[config.mk]
export PLATFORM = sky130hd
export DESIGN_NAME = hinge_loss_bwd
export DESIGN_NICKNAME = d
export VERILOG_FILES = /design/src/rtl/hinge_loss_bwd.sv
export SDC_FILE = /design/constraint.sdc
export NUM_CORES = 1
export LEC_CHECK = 0
export BUFFER_PORTS_ARGS = -buffer_cell sky130_fd_sc_hd__buf_2
export CORE_UTILIZATION = 35
export DETAILED_ROUTE_END_ITERATION = 8
export PLACE_DENSITY_LB_ADDON = 0.08
export RECOVER_POWER = 25
export REMOVE_ABC_BUFFERS = 1
export SETUP_SLACK_MARGIN = 0.3
export SYNTH_ARGS = -nofsm -noshare
export SYNTH_HDL_FRONTEND = slang
export SYNTH_SLANG_ARGS = --single-unit
[constraint.sdc]
create_clock -name clk -period 4.95 [get_ports clk]
set_input_delay 0.7425 -clock clk [delete_from_list [all_inputs] [get_ports clk]]
set_output_delay 0.7425 -clock clk [all_outputs]
set_load 0.01 [all_outputs]
[src/rtl/hinge_loss_bwd.sv]
// Streaming hinge-loss backward pass: per-element d(loss)/d(pred) over 2^LOG2_N frames.
// Optional violation counter is built when HINGE_BWD_VIOL_CNT_EN is defined.
module hinge_loss_bwd #(
  parameter int unsigned DATA_W = 32,
  parameter int unsigned LOG2_N = 4
) (
  input  logic              clk,
  input  logic              rst,
  input  logic              valid_in,
  output logic              ready_in,
  input  logic [DATA_W-1:0] pred_in,
  input  logic              target_pos,
  input  logic [DATA_W-1:0] grad_in,
  output logic              valid_out,
  input  logic              ready_out,
  output logic [DATA_W-1:0] grad_out,
  output logic              last_out,
  output logic [LOG2_N:0]   viol_count,
  output logic              count_valid
);

  localparam int unsigned EXT_W    = DATA_W + 2;
  localparam int unsigned GX_W     = DATA_W + 1;
  localparam int unsigned CNT_W    = LOG2_N + 1;
  localparam int unsigned IDX_LAST = (1 << LOG2_N) - 1;
  localparam logic [EXT_W-1:0] ONE_EXT = EXT_W'(65536);

  typedef enum logic {IDLE, RUN} state_t;

  state_t              state;
  logic [LOG2_N-1:0]   idx;
  logic [DATA_W-1:0]   g_reg;

  logic                s1_valid;
  logic                s1_active;
  logic                s1_neg;
  logic                s1_last;
  logic [DATA_W-1:0]   s1_g;

  logic                advance;
  logic                in_beat;
  logic                is_last_idx;
  logic [DATA_W-1:0]   g_eff;
  logic [EXT_W-1:0]    pred_ext;
  logic [EXT_W-1:0]    pred_sel;
  logic [EXT_W-1:0]    margin;
  logic                active;
  logic [GX_W-1:0]     g_ext;
  logic [GX_W-1:0]     g_sel;
  logic [DATA_W-1:0]   grad_next;

  assign advance     = !valid_out || ready_out;
  assign ready_in    = advance && !rst;
  assign in_beat     = valid_in && ready_in;
  assign is_last_idx = (idx == LOG2_N'(IDX_LAST));
  // The first beat of a frame uses grad_in directly; later beats use the captured copy.
  assign g_eff       = (state == IDLE) ? grad_in : g_reg;

  // Margin sign in DATA_W+2 bits so neither negation nor subtraction can overflow.
  always_comb begin
    pred_ext = {{2{pred_in[DATA_W-1]}}, pred_in};
    pred_sel = target_pos ? pred_ext : -pred_ext;
    margin   = ONE_EXT - pred_sel;
    active   = !margin[EXT_W-1] && (margin != '0);
  end

  // Signed scale by 1/N, with negation widened so the most-negative g does not wrap.
  always_comb begin
    g_ext     = {s1_g[DATA_W-1], s1_g};
    g_sel     = s1_neg ? -g_ext : g_ext;
    grad_next = s1_active ? DATA_W'($signed(g_sel) >>> LOG2_N) : '0;
  end

  always_ff @(posedge clk) begin
    if (rst) begin
      state     <= IDLE;
      idx       <= '0;
      g_reg     <= '0;
      s1_valid  <= 1'b0;
      s1_active <= 1'b0;
      s1_neg    <= 1'b0;
      s1_last   <= 1'b0;
      s1_g      <= '0;
      valid_out <= 1'b0;
      grad_out  <= '0;
      last_out  <= 1'b0;
    end else begin
      if (in_beat) begin
        if (state == IDLE) g_reg <= grad_in;
        if (is_last_idx) begin
          idx   <= '0;
          state <= IDLE;
        end else begin
          idx   <= idx + LOG2_N'(1);
          state <= RUN;
        end
      end
      if (advance) begin
        s1_valid  <= in_beat;
        s1_active <= active;
        s1_neg    <= target_pos;
        s1_last   <= is_last_idx;
        s1_g      <= g_eff;
        valid_out <= s1_valid;
        grad_out  <= s1_valid ? grad_next : '0;
        last_out  <= s1_valid && s1_last;
      end
    end
  end

`ifdef HINGE_BWD_VIOL_CNT_EN
  logic             s2_active;
  logic [CNT_W-1:0] acc;

  // Counts active elements as they retire; publishes on the frame's last output beat.
  always_ff @(posedge clk) begin
    if (rst) begin
      s2_active   <= 1'b0;
      acc         <= '0;
      viol_count  <= '0;
      count_valid <= 1'b0;
    end else begin
      count_valid <= 1'b0;
      if (advance) s2_active <= s1_valid && s1_active;
      if (valid_out && ready_out) begin
        if (last_out) begin
          viol_count  <= acc + CNT_W'(s2_active);
          acc         <= '0;
          count_valid <= 1'b1;
        end else begin
          acc <= acc + CNT_W'(s2_active);
        end
      end
    end
  end
`else
  assign viol_count  = '0;
  assign count_valid = 1'b0;
`endif

endmodule

==> summary.md, run 1 <==
| Metric | Value |
|---|---|
| Cell Area, Synth | `6090 um^2` |
| R2r startpoint | `s1_g[0]$_SDFFE_PP0N_` |
| Cells along the critical path | `buf_2 -> or4_1 -> nor4_1 -> nand2_1 -> or4_1 -> o311a_1 -> nor4_1 -> mux2_2 -> a2111o_1 -> a2111oi_0 -> a31oi_1` |
| Starting Density | `36.3%` |
| Setup TNS | `0 ps` |
| Die Y | `134 um` |
| Syn Inst Count | `776` |
| Fillers | `1792` |
| Post-CTS setup repair buffer count | `0` |
| Async SR Flop Fraction | `0%` |
| Dpl hpwl | `11300 um` |
| Area leader, netlist | `dfxtp_1` |
| Tot GR Track Use | `18.1%` |
| Non-filler cells, final | `1074` |
| Placed Area | `6750 um^2` |
| # nets final | `919` |
| Clock skew after layout | `9.39 ps` |
| Clock period minus worst slack | `4330 ps` |
| VDD IR-drop max | `0.198 mV` |
| Synth area leaders | `dfxtp_1 (34%), o21ai_0 (6.6%), nand2_1 (5.9%)` |
| Worst hold-check path type | `reg2reg` |
| Row cnt | `47` |
| Sequential area share after synthesis | `34.2%` |
| Flops & latches, synth | `104` |
| Crit-path max FO | `6` |
| HP Start | `grad_out[27]$_SDFFE_PP0N_` |
| RD Place Congestion | `0.870` |
| Top FF cell, synth | `dfxtp_1` |
| Worst Tran Pin Value | `3070 ps` |
| Number of top-level pins | `110` |
| Worst EP required | `5160 ps` |
| CTS H-tree lvls | `3` |
| DR vias/cell | `5.32` |
| Share of layout cells above drive strength 1 | `13.8%` |
| Max-slew violations | `77` |
| Slew headroom | `-105%` |
| Worst setup EP type | `register` |
| Num CTS Buffers | `9` |
| Final Util | `41.7%` |
| Outcome | `finished, violations left` |
| Setup crit start kind | `input port` |
| Hold Crit Endpoint | `grad_out[27]$_SDFFE_PP0N_` |
| Drt first pass iters | `6` |
| Leakage | `2.56 nW` |
| EDFF count, synth | `0` |
| Commonest non-fill, non-tap cell in the layout | `dfxtp_1` |
| Die span in x | `134 um` |
| Most frequent cells in the layout | `dfxtp_1 (103), nand2_1 (96), o21ai_0 (80)` |
| Routed len/inst | `14.8 um` |
| Netlist cell types | `60` |
| CTS sink cnt | `104` |
| Initial antenna violation count | `2` |
| Tcrit/Tclk final | `87.4%` |
| CTS root buffer | `clkbuf_16` |
| Synth Warn # | `0` |
| Power per standard cell area | `274 nW/um^2` |
| Hold_ws | `445 ps` |
| CP max stage delay | `650 ps` |
| Synth top area share | `34.2%` |
| Final Setup Violations | `0` |
| Antenna-violating nets left | `0` |
| Dpl cells | `1057` |
| Clock Latency Late Sink | `350 ps` |
| Crit path DAT | `4540 ps` |
| CTS clk-pin slew, worst paths | `70 ps` |
| Final Hold Viols | `0` |
| Largest net degree at the start of global routing | `77` |
| RSZ-0062 raised after global routing | `false` |
| CTS tree | `built` |
| DRC | `0` |
| Cts hold-fix bufs | `0` |
| Worst R2R Setup Slack | `870 ps` |
| CP Class | `in2reg` |
| Worst Hold Depth | `2` |
| First-pass GRT wire length | `26200 um` |
| Port Buffers | `103` |
| Crit path max-delay cell type | `or4_1` |
| Syn avg cell area | `7.85 um^2` |
| Core ar. | `16800 um^2` |
| Pre-CTS setup slack | `264 ps` |
| Max Clk Rate | `0.231 GHz` |
| Cells on worst reg2reg path | `10` |
| Final worst slack | `625 ps` |
| Total gr overflow | `0` |
| Violated checks | `max-capacitance violations, max-slew violations` |
| R2R Path End | `grad_out[27]$_SDFFE_PP0N_` |
| Die footprint | `17900 um^2` |
| Post-route cell area | `6990 um^2` |
| Area grow syn2layout | `14.8%` |
| 1st-iter DRT viols | `260` |
| # Max-Cap Violations | `1` |
| Vias in the first global route | `5379` |
| Pwr Total | `1.92 mW` |
| WL final | `15800 um` |
| Via Count | `5715` |
| Clock Path Buffers | `2` |
[synth_stat cells, drive strengths merged (4+ instances only)]
library cell / count
o2111ai: 4
mux2i: 34
a2111oi: 4
or4: 16
nor4b: 5
o41ai: 5
xnor2: 16
nand2b: 37
dfxtp: 104
xor2: 37
nand3: 12
nor3: 19
nor2: 65
a21oi: 28
o21ai: 83
a41oi: 6
buf: 13
a211oi: 35
a31oi: 9
clkbuf: 49
nor4: 16
inv: 12
nand4: 6
o31ai: 11
nand2: 96
nor2b: 4
or3: 9
[kinds of logic (layout without fill, tap and decap cells)]
| group | after synthesis | in the layout | share of synthesized area (%) |
|---|---|---|---|
| adder cells (fa/ha/maj) | 2 | 2 | 0.411 |
| AO/OA/AOI/OAI | 205 | 205 | 21.3 |
| XOR/XNOR | 53 | 53 | 7.62 |
| multiplexers | 37 | 37 | 6.14 |
| buffers and inverters | 74 | 146 | 5.24 |
| AND/OR/NAND/NOR | 300 | 300 | 25.1 |
| other | 1 | 7 | 0.0616 |
| flip-flops | 104 | 104 | 34.2 |
[critical path: cells and delay by family]
kind	cells	cell delay (ps)
AO/OA/AOI/OAI	4	1100
buffers and inverters	1	120
multiplexers	1	370
AND/OR/NAND/NOR	5	2190
[report_power, final]
group,internal (mW),leakage [nW],total [mW],switching [mW]
combinational,0.138,1.58,0.315,0.177
clock,0.356,0.129,0.667,0.311
sequential,0.884,0.853,0.935,0.0509
total,1.38,2.56,1.92,0.539
[layout make-up]
type                    count  area, um^2  share of cell area [%]
multi-input cells         603        3730                    53.3
well taps                 220         275                    3.94
repair buffers            118         583                    8.34
inverters                  12        45.0                   0.644
diodes                      1        2.50                  0.0358
clock buffers              12         246                    3.52
clock inverters             4        28.8                   0.412
flip-flops and latches    104        2080                    29.8
[metal layers]
layer	track usage (%)	routed length [um]	vias to the layer above
met5	0	13	-
met4	4.99	214	2
met3	4.01	696	18
met2	29.7	7350	133
met1	23.8	7570	2633
li1	-	-	2929
[how the worst max path moves through the flow]
stage / slack, ps / startpoint / to
finish: 620 / pred_in[13] / s1_active$_SDFFE_PP0N_
CTS: 580 / pred_in[0] / s1_active$_SDFFE_PP0N_
floorplan: -960 / state$_SDFFE_PP0P_ / g_reg[0]$_SDFFE_PP0P_
global route: 360 / pred_in[0] / s1_active$_SDFFE_PP0N_
detailed placement: 260 / pred_in[0] / s1_active$_SDFFE_PP0N_
global placement: 460 / pred_in[0] / s1_active$_SDFFE_PP0N_
[repair_timing]
item                       CTS  global route
hold endpoints to repair     0             0
gates resized for setup      0             2
setup endpoints to repair    0             1
No activity file was read; power rests on OpenSTA's default activity.
==> run 2, diff against run 1 <==
Settings changed: CORE_UTILIZATION 35 to 57.
==> run 2 against run 1 <==
  * The flow still finishes with violations (max-capacitance violations, max-slew violations)
  * Clock skew increased by 3.6 ps
  * Hold slack improved by 9.9 ps
  * Sequential share of layout area is 0.65 points higher
  * Combinational power fell by 1%
  * Sequential power about the same
  * Clock-buffer cell count down 2
  * Largest power group unchanged
==> summary.md, run 2 (synthesis gave the netlist of run 1 again) <==
| Metric | Value |
|---|---|
| Tcrit/Tclk final | `86.5% (-0.87 points)` |
| Initial antenna violation count | `0 (-2)` |
| Number of top-level pins | `110 (unchanged)` |
| Num CTS Buffers | `9 (unchanged)` |
| Post-route cell area | `6840 um^2 (-2.1%)` |
| Die Y | `105 um (-21%)` |
| Worst hold-check path type | `reg2reg` |
| Share of layout cells above drive strength 1 | `14.6% (+0.77 points)` |
| Drt first pass iters | `7 (+1)` |
| Final Setup Violations | `0 (unchanged)` |
| Largest net degree at the start of global routing | `78 (+1.3%)` |
| Clock skew after layout | `13.0 ps (+3.65 ps)` |
| Final Util | `66.3% (+25 points)` |
| Worst setup EP type | `primary output` |
| CTS tree | `built` |
| Most frequent cells in the layout | `dfxtp_1 (103), nand2_1 (96), o21ai_0 (80)` |
| Diode count | `0 (-1)` |
| Port Buffers | `103 (unchanged)` |
| # nets final | `922 (+0.33%)` |
| Final Hold Viols | `0 (unchanged)` |
| CTS clk-pin slew, worst paths | `100 ps (+30 ps)` |
| Die footprint | `11100 um^2 (-38%)` |
| Leakage | `2.56 nW (+0.17%)` |
| DRC | `0 (unchanged)` |
| # Max-Cap Violations | `1 (unchanged)` |
| Worst R2R Setup Slack | `920 ps (+50 ps)` |
| 1st-iter DRT viols | `338 (+30%)` |
| Core ar. | `10300 um^2 (-38%)` |
| Clock period minus worst slack | `4280 ps (-43.1 ps)` |
| Crit-path max FO | `77 (+71)` |
| Clock Path Buffers | `2 (unchanged)` |
| CTS sink cnt | `104 (unchanged)` |
| Commonest non-fill, non-tap cell in the layout | `dfxtp_1` |
| Placed Area | `6670 um^2 (-1.2%)` |
| Outcome | `finished, violations left` |
| Worst Tran Pin Value | `2950 ps (-126 ps)` |
| Total gr overflow | `0 (unchanged)` |
| CTS H-tree lvls | `3 (unchanged)` |
| Slew headroom | `-96.4% (+8.4 points)` |
| CTS root buffer | `clkbuf_8` |
| Setup crit start kind | `input port` |
| Die span in x | `105 um (-21%)` |
| Starting Density | `59.0% (+23 points)` |
| Row cnt | `37 (-21%)` |
| Violated checks | `max-capacitance violations, max-slew violations` |
| RD Place Congestion | `0.970 (+12%)` |
| Post-CTS setup repair buffer count | `0 (unchanged)` |
| Antenna-violating nets left | `0 (unchanged)` |
| RSZ-0062 raised after global routing | `false` |
| R2R Path End | `grad_out[27]$_SDFFE_PP0N_` |
| VDD IR-drop max | `0.190 mV (-4.3%)` |
| Worst Setup EP | `ready_in` |
| Vias in the first global route | `5163 (-4.0%)` |
| Power per standard cell area | `262 nW/um^2 (-4.3%)` |
| Via Count | `5826 (+1.9%)` |
| First-pass GRT wire length | `23600 um (-9.9%)` |
| CP Launch Point | `rst` |
| Tot GR Track Use | `25.9% (+7.8 points)` |
| DR vias/cell | `5.87 (+10%)` |
| Worst EP required | `4210 ps (-950 ps)` |
| Cells on worst reg2reg path | `10 (unchanged)` |
| Area grow syn2layout | `12.3%` |
| Setup TNS | `0 ps (unchanged)` |
| Final worst slack | `668 ps (+43.1 ps)` |
| Max Clk Rate | `0.234 GHz (+1.0%)` |
| CP Class | `in2out` |
| Dpl hpwl | `10100 um (-11%)` |
| R2r startpoint | `s1_g[0]$_SDFFE_PP0N_` |
| Routed len/inst | `14.4 um (-2.6%)` |
| Pre-CTS setup slack | `439 ps (+175 ps)` |
| Clock Latency Late Sink | `370 ps (+20 ps)` |
| WL final | `14200 um (-10%)` |
| Max-slew violations | `78 (+1.3%)` |
| Crit path DAT | `3540 ps (-1000 ps)` |
run 2: metal layers:
metal,vias up,share of wire (%),global-route usage (%)
li1,2935,-,-
met1,2702,48,34.5
met2,176,46,42.2
met3,13,5.8,5.44
met4,0,1.0,7.14
met5,-,0,0
run 2: timing repair:
item,in CTS,in global routing
hold buffers,0,0
endpoints found under the setup margin,0,1
resized for setup,0,1
run 2: final cells by class:
| cell class | instances | area (um^2) |
|---|---|---|
| clock inverters | 6 | 75.1 |
| clock buffers | 10 | 138 |
| fillers | 916 | 3480 |
| inverters | 12 | 45.0 |
| multi-input cells | 603 | 3720 |
| flip-flops and latches | 104 | 2080 |
| repair buffers | 121 | 609 |
| well taps | 136 | 170 |
run 2: metrics by stage:
| stage | std cells | hold slack, ps | power [mW] |
|---|---|---|---|
| final | 992 | 455 | 1.80 |
| after global routing | 992 | 482 | 1.89 |
| after CTS | 992 | 458 | 1.81 |
| after detailed placement | 976 | 438 | 1.26 |
| after global placement | 976 | 428 | 1.25 |
| after floorplan | 719 | 442 | 1.14 |
run 2: report_power, final:
part           switching (mW)  internal (mW)  total, mW  leakage (nW)
Sequential             0.0511          0.884      0.935         0.853
Combinational           0.173          0.138      0.311          1.61
Clock                   0.295          0.255      0.549         0.105
Total                   0.519           1.28       1.80          2.56
run 2: worst min-delay path by stage:
stage                               from                         to  slack, ps  cells past startpoint
6_report       grad_out[27]$_SDFFE_PP0N_  grad_out[27]$_SDFFE_PP0N_        450                      2
5_1_grt        grad_out[15]$_SDFFE_PP0N_  grad_out[15]$_SDFFE_PP0N_        480                      2
4_1_cts        grad_out[27]$_SDFFE_PP0N_  grad_out[27]$_SDFFE_PP0N_        460                      2
3_5_place_dp   grad_out[22]$_SDFFE_PP0N_  grad_out[22]$_SDFFE_PP0N_        440                      2
3_3_place_gp   grad_out[24]$_SDFFE_PP0N_  grad_out[24]$_SDFFE_PP0N_        430                      2
2_1_floorplan       s1_last$_SDFFE_PP0N_      last_out$_SDFFE_PP0N_        440                      2
run 2: critical path, cell delays in order:
cell      delay [ps]
clkbuf_1         140
clkbuf_1        2100
nor2_1           240
buf_2            280
